===== src/rtl/ones_count_sequencer_if.sv =====
// Request/response and one_counter cell signals for one ones_count_sequencer.
// master = requester plus cell side of the testbench/integration; slave = the sequencer.
interface ones_count_sequencer_if #(
    parameter int WORD = 12,
    parameter int SUMW = 4
);
    logic            start;
    logic [WORD-1:0] din;
    logic            busy;
    logic            done;
    logic [SUMW-1:0] count;
    logic            oc_a;
    logic            oc_b;
    logic            oc_c;
    logic            oc_y1;
    logic            oc_y0;

    modport master (
        output start, din, oc_y1, oc_y0,
        input  busy, done, count, oc_a, oc_b, oc_c
    );

    modport slave (
        input  start, din, oc_y1, oc_y0,
        output busy, done, count, oc_a, oc_b, oc_c
    );
endinterface


===== src/rtl/ones_count_sequencer.sv =====
// Popcount of a WORD-bit word through one shared 3-input ones-counter cell,
// three bits per step, with SETTLE hold cycles before each sample edge.
module ones_count_sequencer #(
    parameter int WORD   = 12,
    parameter int SETTLE = 1,
    parameter int SUMW   = 4
) (
    input  logic                   clk,
    input  logic                   rst,
    ones_count_sequencer_if.slave  bus
);
    localparam int NSL = WORD / 3;
    localparam int IW  = (NSL > 1) ? $clog2(NSL) : 1;
    localparam int TW  = (SETTLE > 1) ? $clog2(SETTLE) : 1;
    localparam logic [IW-1:0] LAST  = IW'(NSL - 1);
    localparam logic [TW-1:0] TINIT = TW'(SETTLE - 1);

    typedef enum logic [1:0] {S_IDLE, S_DRIVE, S_SAMPLE, S_DONE} state_t;

    state_t          r_state;
    logic [WORD-1:0] r_shreg;
    logic [IW-1:0]   r_idx;
    logic [TW-1:0]   r_timer;
    logic [SUMW-1:0] r_acc;
    logic            r_busy;
    logic            r_done;
    logic [2:0]      r_oc;

    logic [WORD-1:0] w_shnext;
    logic [SUMW-1:0] w_slice;

    assign w_shnext = r_shreg >> 3;
    assign w_slice  = SUMW'({bus.oc_y1, bus.oc_y0});

    always_ff @(posedge clk or negedge rst) begin
        if (!rst) begin
            r_state <= S_IDLE;
            r_shreg <= '0;
            r_idx   <= '0;
            r_timer <= '0;
            r_acc   <= '0;
            r_busy  <= 1'b0;
            r_done  <= 1'b0;
            r_oc    <= 3'b000;
        end else begin
            r_done <= 1'b0;
            case (r_state)
                S_IDLE, S_DONE: begin
                    if (bus.start) begin
                        r_shreg <= bus.din;
                        r_acc   <= '0;
                        r_idx   <= '0;
                        r_timer <= TINIT;
                        r_oc    <= bus.din[2:0];
                        r_busy  <= 1'b1;
                        r_state <= S_DRIVE;
                    end else begin
                        r_busy  <= 1'b0;
                        r_oc    <= 3'b000;
                        r_state <= S_IDLE;
                    end
                end
                S_DRIVE: begin
                    if (r_timer != '0) r_timer <= r_timer - TW'(1);
                    else               r_state <= S_SAMPLE;
                end
                S_SAMPLE: begin
                    // The cell output is only ever looked at on this edge.
                    r_acc   <= r_acc + w_slice;
                    r_shreg <= w_shnext;
                    r_idx   <= r_idx + IW'(1);
                    if (r_idx == LAST) begin
                        r_done  <= 1'b1;
                        r_busy  <= 1'b0;
                        r_oc    <= 3'b000;
                        r_state <= S_DONE;
                    end else begin
                        r_timer <= TINIT;
                        r_oc    <= w_shnext[2:0];
                        r_state <= S_DRIVE;
                    end
                end
                default: r_state <= S_IDLE;
            endcase
        end
    end

    assign bus.busy  = r_busy;
    assign bus.done  = r_done;
    assign bus.count = r_acc;
    assign bus.oc_a  = r_oc[2];
    assign bus.oc_b  = r_oc[1];
    assign bus.oc_c  = r_oc[0];
endmodule


===== src/flat_wrapper.sv =====
// flat-port wrapper written by rule: the top's interface ports become plain ports
module ones_count_sequencer_flat 
#(
    parameter int WORD   = 12,
    parameter int SETTLE = 1,
    parameter int SUMW   = 4
)
  (clk, rst, bus_start, bus_din, bus_oc_y1, bus_oc_y0, bus_busy, bus_done, bus_count, bus_oc_a, bus_oc_b, bus_oc_c);
  ones_count_sequencer_if #(.WORD(WORD), .SUMW(SUMW)) bus_i ();
  input  logic clk;
  input  logic rst;
  input wire logic [$bits(bus_i.start)-1:0] bus_start;
  input wire logic [$bits(bus_i.din)-1:0] bus_din;
  input wire logic [$bits(bus_i.oc_y1)-1:0] bus_oc_y1;
  input wire logic [$bits(bus_i.oc_y0)-1:0] bus_oc_y0;
  output wire logic [$bits(bus_i.busy)-1:0] bus_busy;
  output wire logic [$bits(bus_i.done)-1:0] bus_done;
  output wire logic [$bits(bus_i.count)-1:0] bus_count;
  output wire logic [$bits(bus_i.oc_a)-1:0] bus_oc_a;
  output wire logic [$bits(bus_i.oc_b)-1:0] bus_oc_b;
  output wire logic [$bits(bus_i.oc_c)-1:0] bus_oc_c;
  assign bus_i.start = bus_start;
  assign bus_i.din = bus_din;
  assign bus_i.oc_y1 = bus_oc_y1;
  assign bus_i.oc_y0 = bus_oc_y0;
  assign bus_busy = bus_i.busy;
  assign bus_done = bus_i.done;
  assign bus_count = bus_i.count;
  assign bus_oc_a = bus_i.oc_a;
  assign bus_oc_b = bus_i.oc_b;
  assign bus_oc_c = bus_i.oc_c;
  ones_count_sequencer #(.WORD(WORD), .SETTLE(SETTLE), .SUMW(SUMW)) u_core (.clk(clk), .rst(rst), .bus(bus_i));
endmodule

===== config.mk =====
export PLATFORM = sky130hd
export DESIGN_NAME = ones_count_sequencer_flat
export DESIGN_NICKNAME = d
export VERILOG_FILES = /design/src/rtl/ones_count_sequencer_if.sv /design/src/rtl/ones_count_sequencer.sv /design/src/flat_wrapper.sv
export SDC_FILE = /design/constraint.sdc
export NUM_CORES = 1
export LEC_CHECK = 0
export CAP_MARGIN = 15
export CORE_UTILIZATION = 24
export CTS_BUF_LIST = sky130_fd_sc_hd__clkbuf_4 sky130_fd_sc_hd__clkbuf_8
export DETAILED_ROUTE_END_ITERATION = 6
export GPL_TIMING_DRIVEN = 0
export HOLD_SLACK_MARGIN = 0.08
export PLACE_DENSITY = 0.54
export SYNTH_ARGS = -nofsm -noshare
export SYNTH_HDL_FRONTEND = slang
export SYNTH_SLANG_ARGS = --single-unit

===== constraint.sdc =====
create_clock -name clk -period 1.7 [get_ports clk]
set_input_delay 0.34 -clock clk [delete_from_list [all_inputs] [get_ports clk]]
set_output_delay 0.34 -clock clk [all_outputs]
set_load 0.1 [all_outputs]

==> flow_summary_export.csv <==
group,metric,value,unit
logic_synthesis,synth_compound_area_frac,0.164,
pwr,ir_worst_vdd,655,uV
die,die_w,71.6,microns
logic_synthesis,ys_ff_latch,22,
critical_path,cp-start-kind,"register",
placement,post-place-cells,183,
cts,clk_pin_slew_worst_paths,0.09,ns
die,row_count,24,
logic_synthesis,synth_cells,107,
final_layout,layout_commonest_cell,"dfrtp_1",
logic_synthesis,synthAdderAreaFrac,0.0818,
die,dieHeight,71.6,microns
final_layout,syn_to_final_growth,37.8,%
routing,drt_first_pass_iters,4,
pwr,power_frac_seq,0.284,
critical_path,reg2reg_slack,0.12,ns
cts,cts_buffer_depth,2,
hold_path,hold_path_class,"in -> async",
logic_synthesis,synthMuxAreaShare,0.0883,
critical_path,timing.rr.start,"u_core.r_state[0]$_DFF_PN0_",
sta,worst_slew_pin_slew,0.590,ns
die,start_util,0.258,
final_layout,final_cell_count_no_fill,190,
global_route,grt-ovfl-total,0,
placement,gp_congestion,0.694,
critical_path,cpLargestDelayFamily,"buffers and inverters",
logic_synthesis,synth_seq_area_share,0.474,
routing,drc,0,
logic_synthesis,netlist-cell-type-count,31,
sta,slew_headroom,0.605,
die,die_area,0.00513,sq mm
critical_path,arrival,1.26,ns
run,maxCapViolCount,0,
critical_path,rr_endpoint,"u_core.r_idx[0]$_DFFE_PN0P_",
logic_synthesis,synthSimpleGateAreaFrac,0.140,
sta,finClkSkew,0.00603,ns
sta,finalSetupViolCount,0,
routing,via_per_inst,4.63,
pwr,intPower,0.00170,W
cts,clkSinkCount,22,
critical_path,reg2reg_depth,6,
pwr,powerDensity,1970,mW/mm^2
final_layout,layout-drive-gt1-share,0.232,
pwr,clkPwrFrac,0.156,
cts,worstSkewPairLatency,0.27,ns
critical_path,worstPathCellList,"clkdlybuf4s15_2",
placement,dp_hpwl,1820,microns
sta,slew_violations,0,
final_layout,nets,163,
sta,hold_violations,0,
critical_path,crit_path_max_fanout,3,
cts,cts_tree,"done",
die,core,0.00450,sq mm
final_layout,n_fill_cell,456,
global_route,grt_antenna_before_repair,0,
logic_synthesis,synth_top_family_by_area,"compound AO/OA/AOI/OAI gates",
routing,wl_per_cell,13.3,microns
routing,wl,2530,microns
global_route,grt_pass1_wl,4200,microns
critical_path,path_class,"reg -> out",
critical_path,slowest_delay,0.56,ns
critical_path,crit_slowest_cell,"clkdlybuf4s15_2",
logic_synthesis,synth_xor_area_frac,0,
cts,numCtsBuffers,3,
final_layout,antenna_cells,0,
critical_path,critPathCapture,"bus_count[0]",
global_route,grtUsageTotal,0.104,
sta,layout_min_cycle_time,1.60,ns
placement,port_buffers,24,
global_route,grt_max_degree,23,
critical_path,cp.required,1.36,ns
sta,maxClockFrequency,627,MHz
pwr,comb_power_share,0.560,
final_layout,multi_input_area,573,sq um
routing,dr.first_iter.drc_count,27,
pwr,cellLeakagePower,0.681,nW
pwr,power.switching,0.00146,W
cts,cts_hold_buf,0,
sta,fin_crit_sh,0.938,
outcome,status,"finished clean",
global_route,grt_pass1_vias,908,
final_layout,seq_area,556,sq um
logic_synthesis,yosysWarnings,0,
logic_synthesis,synth.avg_cell_area,10.9,sq um
logic_synthesis,netlist_area,0.00116,sq mm
critical_path,path_depth,1,
routing,route.vias.total,879,
pwr,switching_share,0.461,
final_layout,final_cell_mix,"dfrtp_1, nand2_1, clkdlybuf4s50_1",
critical_path,critical_path.startpoint,"u_core.bus.count[0]$_DFFE_PN0P_",
logic_synthesis,synth_fp_nets,131,
sta,fin_setup_tns,0,ns
cts,cts_root_buffer,"clkbuf_8",
die,pin_count,26,
critical_path,end_kind,"output pin",
cts,htree_levels,1,
critical_path,worst-path-buf-inv,1,
routing,final_antenna_net_count,0,
## cells by family (layout without fill, tap and decap cells)
| logic type | count (synthesis) | in the layout |
|---|---|---|
| compound gates | 28 | 28 |
| fa+ha+maj | 7 | 7 |
| buf+inv | 9 | 40 |
| flops | 22 | 22 |
| mux | 9 | 9 |
| simple gates | 32 | 32 |
## power by group through the flow
stage / logic (W) / clock network (W) / registers, W
final: 0.00177 / 0.000494 / 0.000897
after global routing: 0.00192 / 0.000527 / 0.000933
after CTS: 0.00174 / 0.000510 / 0.000902
after detailed placement: 0.00175 / 0 / 0.000912
after global placement: 0.00173 / 0 / 0.000902
after floorplan: 0.000890 / 0 / 0.00137
## routing by layer
metal	track usage	share of wire
met1	0.138	0.49
met2	0.176	0.47
met3	0.0295	0.043
met4	0.0131	0
met5	0	0
## what timing repair did
| action | 4_1_cts | 5_1_grt |
|---|---|---|
| setup endpoints to repair | 9 | 8 |
| hold endpoints to repair | 0 | 0 |
| pin swaps | 0 | 0 |
| resized for setup | 27 | 2 |
| setup buffers | 0 | 2 |
## sequential cells by signal (all words and copies together), names as in the netlist
signal	count
u_core.r_idx	2
u_core.bus.done	1
u_core.r_state	2
u_core.bus.busy	1
u_core.r_shreg	9
u_core.bus.count	4
u_core.r_oc	3
## worst reg2reg max path, stage by stage, from the launching register on
cell and delay (ns):
dfrtp_1 0.38, inv_1 0.05, ha_1 0.39, mux2i_4 0.35, buf_6 0.19, nand2_1 0.07
o31ai_2 0.06
## final cells by class
cell class                 count  share of cell area
multi-input combinational     76               0.358
sequential                    22               0.347
timing repair buffer          27               0.172
tap                           52              0.0406
buffer                         5              0.0289
clock buffer                   3              0.0258
clock inverter                 1              0.0187
inverter                       4             0.00937
## Yosys cell counts
library cell  count  area share
dfrtp_1          22        0.47
nand2_1          15       0.048
mux2i_1           8       0.069
o21ai_0           7       0.030
ha_1              6       0.065
nor2b_1           6       0.032
o21ai_1           4       0.017
a22oi_1           3       0.019
a31oi_1           3       0.016
a32o_1            3       0.026
buf_6             3       0.029
inv_1             3      0.0097
a21oi_1           2      0.0086
and2_1            2       0.011
and2b_1           2       0.013
nor2_1            2      0.0065
o21ai_2           2       0.015
a21o_1            1      0.0065
buf_2             1      0.0043
buf_4             1      0.0065
fa_1              1       0.017
inv_2             1      0.0032
mux2i_4           1       0.019
nand2b_1          1      0.0054
nand3b_1          1      0.0065
nand4_1           1      0.0054
nor3b_1           1      0.0065
o211ai_1          1      0.0065
o221ai_1          1      0.0075
o31ai_2           1       0.011
or2_2             1      0.0054
## worst min-delay path by stage
stage,endpoint,from,slack [ns]
finish,u_core.r_shreg[4]$_DFFE_PN0P_,rst,0.44
global route,u_core.r_oc[0]$_DFFE_PN0P_,rst,0.49
CTS,u_core.r_shreg[7]$_DFFE_PN0P_,u_core.r_shreg[7]$_DFFE_PN0P_,0.49
detailed placement,u_core.r_shreg[7]$_DFFE_PN0P_,u_core.r_shreg[7]$_DFFE_PN0P_,0.47
global placement,u_core.r_oc[1]$_DFFE_PN0P_,u_core.r_oc[1]$_DFFE_PN0P_,0.46
floorplan,u_core.bus.busy$_DFFE_PN0P_,rst,0.04
## per-stage QoR
step / total power [W] / setup WS (ns) / cell area (sq um) / hold slack [ns] / util
floorplan: 0.00226 / -0.00481 / 1190 / 0.0444 / -
global placement: 0.00263 / -0.276 / 1500 / 0.465 / 0.332
detailed placement: 0.00266 / -0.275 / 1500 / 0.473 / 0.332
CTS: 0.00315 / 0.00135 / 1580 / 0.493 / 0.350
global route: 0.00338 / -0.00220 / 1600 / 0.486 / 0.356
finish: 0.00316 / 0.105 / 1600 / 0.441 / 0.356
(Power assumes the default switching activity.)
==> RTL change 1 (config.mk and constraints unchanged) <==
`WORD` is set to 12 in 3 places; all go to 24.
--- a/src/rtl/ones_count_sequencer_if.sv
+++ b/src/rtl/ones_count_sequencer_if.sv
@@ -1,7 +1,7 @@
 // Request/response and one_counter cell signals for one ones_count_sequencer.
 // master = requester plus cell side of the testbench/integration; slave = the sequencer.
 interface ones_count_sequencer_if #(
-    parameter int WORD = 12,
+    parameter int WORD = 24,
     parameter int SUMW = 4
 );
     logic            start;
--- a/src/rtl/ones_count_sequencer.sv
+++ b/src/rtl/ones_count_sequencer.sv
@@ -1,7 +1,7 @@
 // Popcount of a WORD-bit word through one shared 3-input ones-counter cell,
 // three bits per step, with SETTLE hold cycles before each sample edge.
 module ones_count_sequencer #(
-    parameter int WORD   = 12,
+    parameter int WORD   = 24,
     parameter int SETTLE = 1,
     parameter int SUMW   = 4
 ) (
--- a/src/flat_wrapper.sv
+++ b/src/flat_wrapper.sv
@@ -1,7 +1,7 @@
 // flat-port wrapper written by rule: the top's interface ports become plain ports
 module ones_count_sequencer_flat 
 #(
-    parameter int WORD   = 12,
+    parameter int WORD   = 24,
     parameter int SETTLE = 1,
     parameter int SUMW   = 4
 )
Interface: changed (resized bus_din); port bits go from 26 to 38. No check against the original RTL was run, so the function may have changed too.
==> RTL change 1 against the original RTL <==
Global-route usage rose by 0.56 points. Setup slack got worse by 24 ps. First-iteration DRC count is 19% higher. Area after synthesis is 50% higher. Sequential cell count up 13. Total power rose by 37%. Wire length rose by 49%. Design area is 48% higher. Largest power group unchanged.
==> RTL change 1: results (changes against the original RTL) <==
* Largest net degree at the start of global routing at 36 (+57%)
* Worst Skew at 9.14 ps (+3.12 ps)
* I/O Buffers at 36 (+50%)
* Met2 routed WL at 1.83 mm (+53%)
* First-pass GRT wire length at 6.23 mm (+49%)
* Worst Path Arrival at 1280 ps (+20 ps)
* Placed Area at 2240 µm² (+50%)
* Gpl congestion at 0.728 (+4.9%)
* M1 WL at 1.79 mm (+46%)
* Status: complete, no violations
* H-tree depth at 2 (+1)
* Via-to-Cell Ratio at 4.25 (-8.0%)
* Net count reported at finish at 243 (+49%)
* Adder-cell share of the synthesized area at 6.18% (-2.0 points)
* Mapped Nets at 198 (+51%)
* Most frequent cells after synthesis: dfrtp_1 (35), nand2_1 (27), o21ai_1 (24)
* CTS clock-pin slew for the worst setup and hold paths at 70 ps (-20 ps)
* Pre-CTS WS at -211 ps (+63.6 ps)
* Max_slew headroom at 47.7% (-13 points)
* Top post-synthesis cells by area: dfrtp_1 (50%), mux2i_1 (11%), o21ai_1 (6.9%)
* Synth Area in Compound Gates at 13.2% (-3.2 points)
* Sequential fraction of the synthesis area at 50.3% (+3.0 points)
* Total GRT Usage at 11.0% (+0.56 points)
* Mux share of post-synthesis cell area at 12.9% (+4.0 points)
* Share of layout cells above drive strength 1 at 18.9% (-4.3 points)
* Post-DP HPWL at 2.78 mm (+53%)
* Met3 wire len at 143 µm (+32%)
* Initial DRC count at 32 (+19%)
* Inst Count DP at 293 (+60%)
-- RTL change 1: cell types whose count changed in the layout (fill, tap and decap cells not counted), moves of 3 or more --
| cell | unedited run | this run |
|---|---|---|
| o21ai_1 | 4 | 24 |
| dfrtp_1 | 20 | 33 |
| nand2_1 | 15 | 27 |
| clkdlybuf4s50_1 | 15 | 26 |
| mux2i_1 | 8 | 19 |
| clkbuf_4 | 0 | 5 |
| o21ai_0 | 7 | 2 |
| a22o_1 | 0 | 4 |
| a32o_1 | 3 | 0 |
| buf_2 | 2 | 5 |
-- RTL change 1: final cells by class --
class	count	area (µm²)
flip-flops and latches	35	881
inverters	5	18.8
well taps	96	120
plain buffers	9	67.6
multi-input cells	112	820
repair buffers	38	375
clock buffers	7	83.8
fillers	750	4540
-- RTL change 1: through the flow --
| stage | hold slack (ps) | power (mW) | util [%] |
|---|---|---|---|
| 4_1_cts | 174 | 4.27 | 33.8 |
| 5_1_grt | 193 | 4.66 | 34.3 |
| 3_3_place_gp | 459 | 3.64 | 32.4 |
| 2_1_floorplan | 44.4 | 3.12 | - |
| 6_report | 136 | 4.32 | 34.3 |
| 3_5_place_dp | 465 | 3.68 | 32.4 |
-- RTL change 1: path summary, 6_finish.rpt --
path / from / end / slack, ps / cells past startpoint
setup / recovery: u_core.bus.count[0] / bus_count[0] / 80 / 1
hold / removal: rst / u_core.bus.count[1] / 140 / 1
setup reg to reg: u_core.bus.count[0] / u_core.bus.count[2] / 120 / 5
hold reg to reg: u_core.r_shreg[21] / u_core.r_shreg[21] / 480 / 2
max in group asynchronous: rst / u_core.bus.count[0] / 990 / 1
min in group clk: u_core.r_shreg[21] / u_core.r_shreg[21] / 480 / 2
-- RTL change 1: report_power, final --
part           internal (mW)  leakage [nW]  switching (mW)  total (mW)
registers               1.20         0.443           0.232        1.43
clock network          0.314        0.0452           0.277       0.591
logic                  0.906         0.495            1.39        2.29
-- RTL change 1: logic make-up after synthesis --
kind of cell	after synthesis
simple gates	44
compound gates	39
flops	35
mux	21
buf+inv	14
fa+ha+maj	8
-- RTL change 1: worst reg2reg max path: stages (launching register included) --
cell      delay (ps)
dfrtp_4          500
ha_4             170
fa_2             350
nand3b_1          80
o21ai_0           80
a221o_1          290
-- RTL change 1: timing repair --
item                                    CTS  global route
buffers inserted                          0             2
gates resized for setup                  27             7
endpoints found under the setup margin    9            25
-- RTL change 1: metal layers --
layer  vias to the layer above  GRT usage, %
li1                        651             -
met1                       607          14.7
met2                        23          17.2
met3                         4          3.98
met4                         0          1.94
met5                         -             0
==> RTL change 2 (config.mk and constraints unchanged) <==
Made on the original files. Re-encode `state_t` (4 states) as one-hot, 4 bits wide.
--- a/src/rtl/ones_count_sequencer.sv
+++ b/src/rtl/ones_count_sequencer.sv
@@ -15,7 +15,7 @@
     localparam logic [IW-1:0] LAST  = IW'(NSL - 1);
     localparam logic [TW-1:0] TINIT = TW'(SETTLE - 1);
 
-    typedef enum logic [1:0] {S_IDLE, S_DRIVE, S_SAMPLE, S_DONE} state_t;
+    typedef enum logic [3:0] {S_IDLE = 4'b0001, S_DRIVE = 4'b0010, S_SAMPLE = 4'b0100, S_DONE = 4'b1000} state_t;
 
     state_t          r_state;
     logic [WORD-1:0] r_shreg;
Behaviour: no difference found for any inputs over 10 cycles, from zero or initial values and one cycle with rst low; not proved beyond that.
==> RTL change 2 against the original RTL <==
The run now ends with setup timing left. Largest power group unchanged. Largest cell class unchanged. Wire length rose by 13%. Setup slack got worse by 140 ps. Non-clock buffer count is 9 higher. Sequential cell count grew 1. Total power fell by 18%. Area after synthesis up 4.6%. Register-to-register slack got worse by 150 ps. Design area up 12%. Utilization grew 2.1 points.
==> RTL change 2: results (changes against the original RTL) <==
* Status: finished, violations left
* Violated checks: setup timing
* Count of cell types in the netlist at 33 (+6.5%)
* Crit path from: u_core.r_state[3]
* VDD IR-drop max at 529 µV (-19%)
* Synth Area in Compound Gates at 12.2% (-4.1 points)
* Clock buf/inv share at 2.57% (-1.9 points)
* First-pass GRT wire length at 4.93 mm (+18%)
* Final core utilization at 37.6% (+2.1 points)
* I/O Buffers at 25 (+4.2%)
* Crit-path max FO at 4 (+1)
* Adder-cell share of the synthesized area at 4.73% (-3.4 points)
* Post-DP HPWL at 1.94 mm (+6.5%)
* PostCTS Resize Cnt at 40 (+48%)
* Initial DRC count at 46 (+70%)
* Reg2reg end: u_core.r_oc[1]
* Number of non-clock inverters in the layout at 6 (+2)
* Syn avg cell area at 10.3 µm² (-5.1%)
* Synth warn at 0 (unchanged)
* Mux share of post-synthesis cell area at 7.72% (-1.1 points)
* Seq. cell area at 582 µm² (+4.7%)
* Placed Area at 1570 µm² (+4.7%)
* Inst Count DP at 210 (+15%)
* Via-to-Cell Ratio at 4.68 (+1.2%)
* Met3 wire len at 135 µm (+25%)
* Sum Neg Setup Slack at -76.5 ps (-76.5 ps)
* Seq cells at 23 (+4.5%)
* Most frequent cells after synthesis: nand2_1 (24), dfrtp_1 (22), o211ai_1 (8)
* M2 GR Usage at 19.7% (+2.1 points)
* Leak at 0.786 nW (+15%)
* Largest net degree at the start of global routing at 24 (+4.3%)
* Post-CTS Setup Bufs at 5 (+5)
* Design area at 1800 µm² (+12%)
* Worst Tran Pin Value at 586 ps (-3.44 ps)
* Signal buffers at 41 (+28%)
* Vias at 1039 (+18%)
* Pre-CTS WS at -600 ps (-325 ps)
* Top sig layer: met4
* Post-Synth XOR/XNOR Area at 1.44% (+1.4 points)
* Multi-input combinational area share at 34.9% (-0.85 points)
* Max incr delay on CP at 600 ps (+40 ps)
* Worst Path Arrival at 1900 ps (+640 ps)
* Sequential fraction of the synthesis area at 47.4% (+0.065 points)
* FILL cells at 472 (+3.5%)
* Mapped Nets at 139 (+6.1%)
* Fin Hold WS at 431 ps (-10.1 ps)
* Share of layout cells above drive strength 1 at 32.3% (+9.1 points)
* Top Family by Delay on Critical Path: simple AND/OR/NAND/NOR gates
* Final worst setup slack at -32.2 ps (-137 ps)
* M1 WL at 1.38 mm (+12%)
* Non-clock buffers, area share at 24.3% (+4.2 points)
* Worst Skew at 4.31 ps (-1.72 ps)
* Routed WL at 2.86 mm (+13%)
* Setup-failing EPs final at 4 (+4)
* Worst path slowest cell: or4b_4
* Global-route met1 utilization at 16.1% (+2.4 points)
* Gpl congestion at 0.704 (+1.4%)
* GR Util met3 at 2.07% (-0.88 points)
* Top post-synthesis cells by area: dfrtp_1 (45%), nand2_1 (7.4%), mux2i_1 (4.9%)
==> RTL change 2: worst max-delay path by stage <==
stage / to / slack, ps / cells after the start
2_1_floorplan: u_core.bus.count[3] / -340 / 5
3_3_place_gp: u_core.r_shreg[6] / -600 / 5
3_5_place_dp: u_core.r_shreg[7] / -600 / 5
4_1_cts: u_core.bus.count[3] / -140 / 5
5_1_grt: u_core.r_oc[1] / -80 / 4
6_report: u_core.r_oc[1] / -30 / 4
==> RTL change 2: kinds of logic (layout without fill, tap and decap cells) <==
group	Yosys count	count (layout)
AOI/OAI and AO/OA	22	22
xor gates and xnor gates	2	2
adders and majority gates	4	4
buffers and inverters	14	51
DFF	23	23
muxes	9	9
and+or+nand+nor	44	44
==> RTL change 2: power breakdown <==
part	total (mW)	internal (mW)	switching (mW)
logic	1.35	0.519	0.831
registers	0.873	0.754	0.120
clock network	0.351	0.164	0.187
total	2.58	1.44	1.14
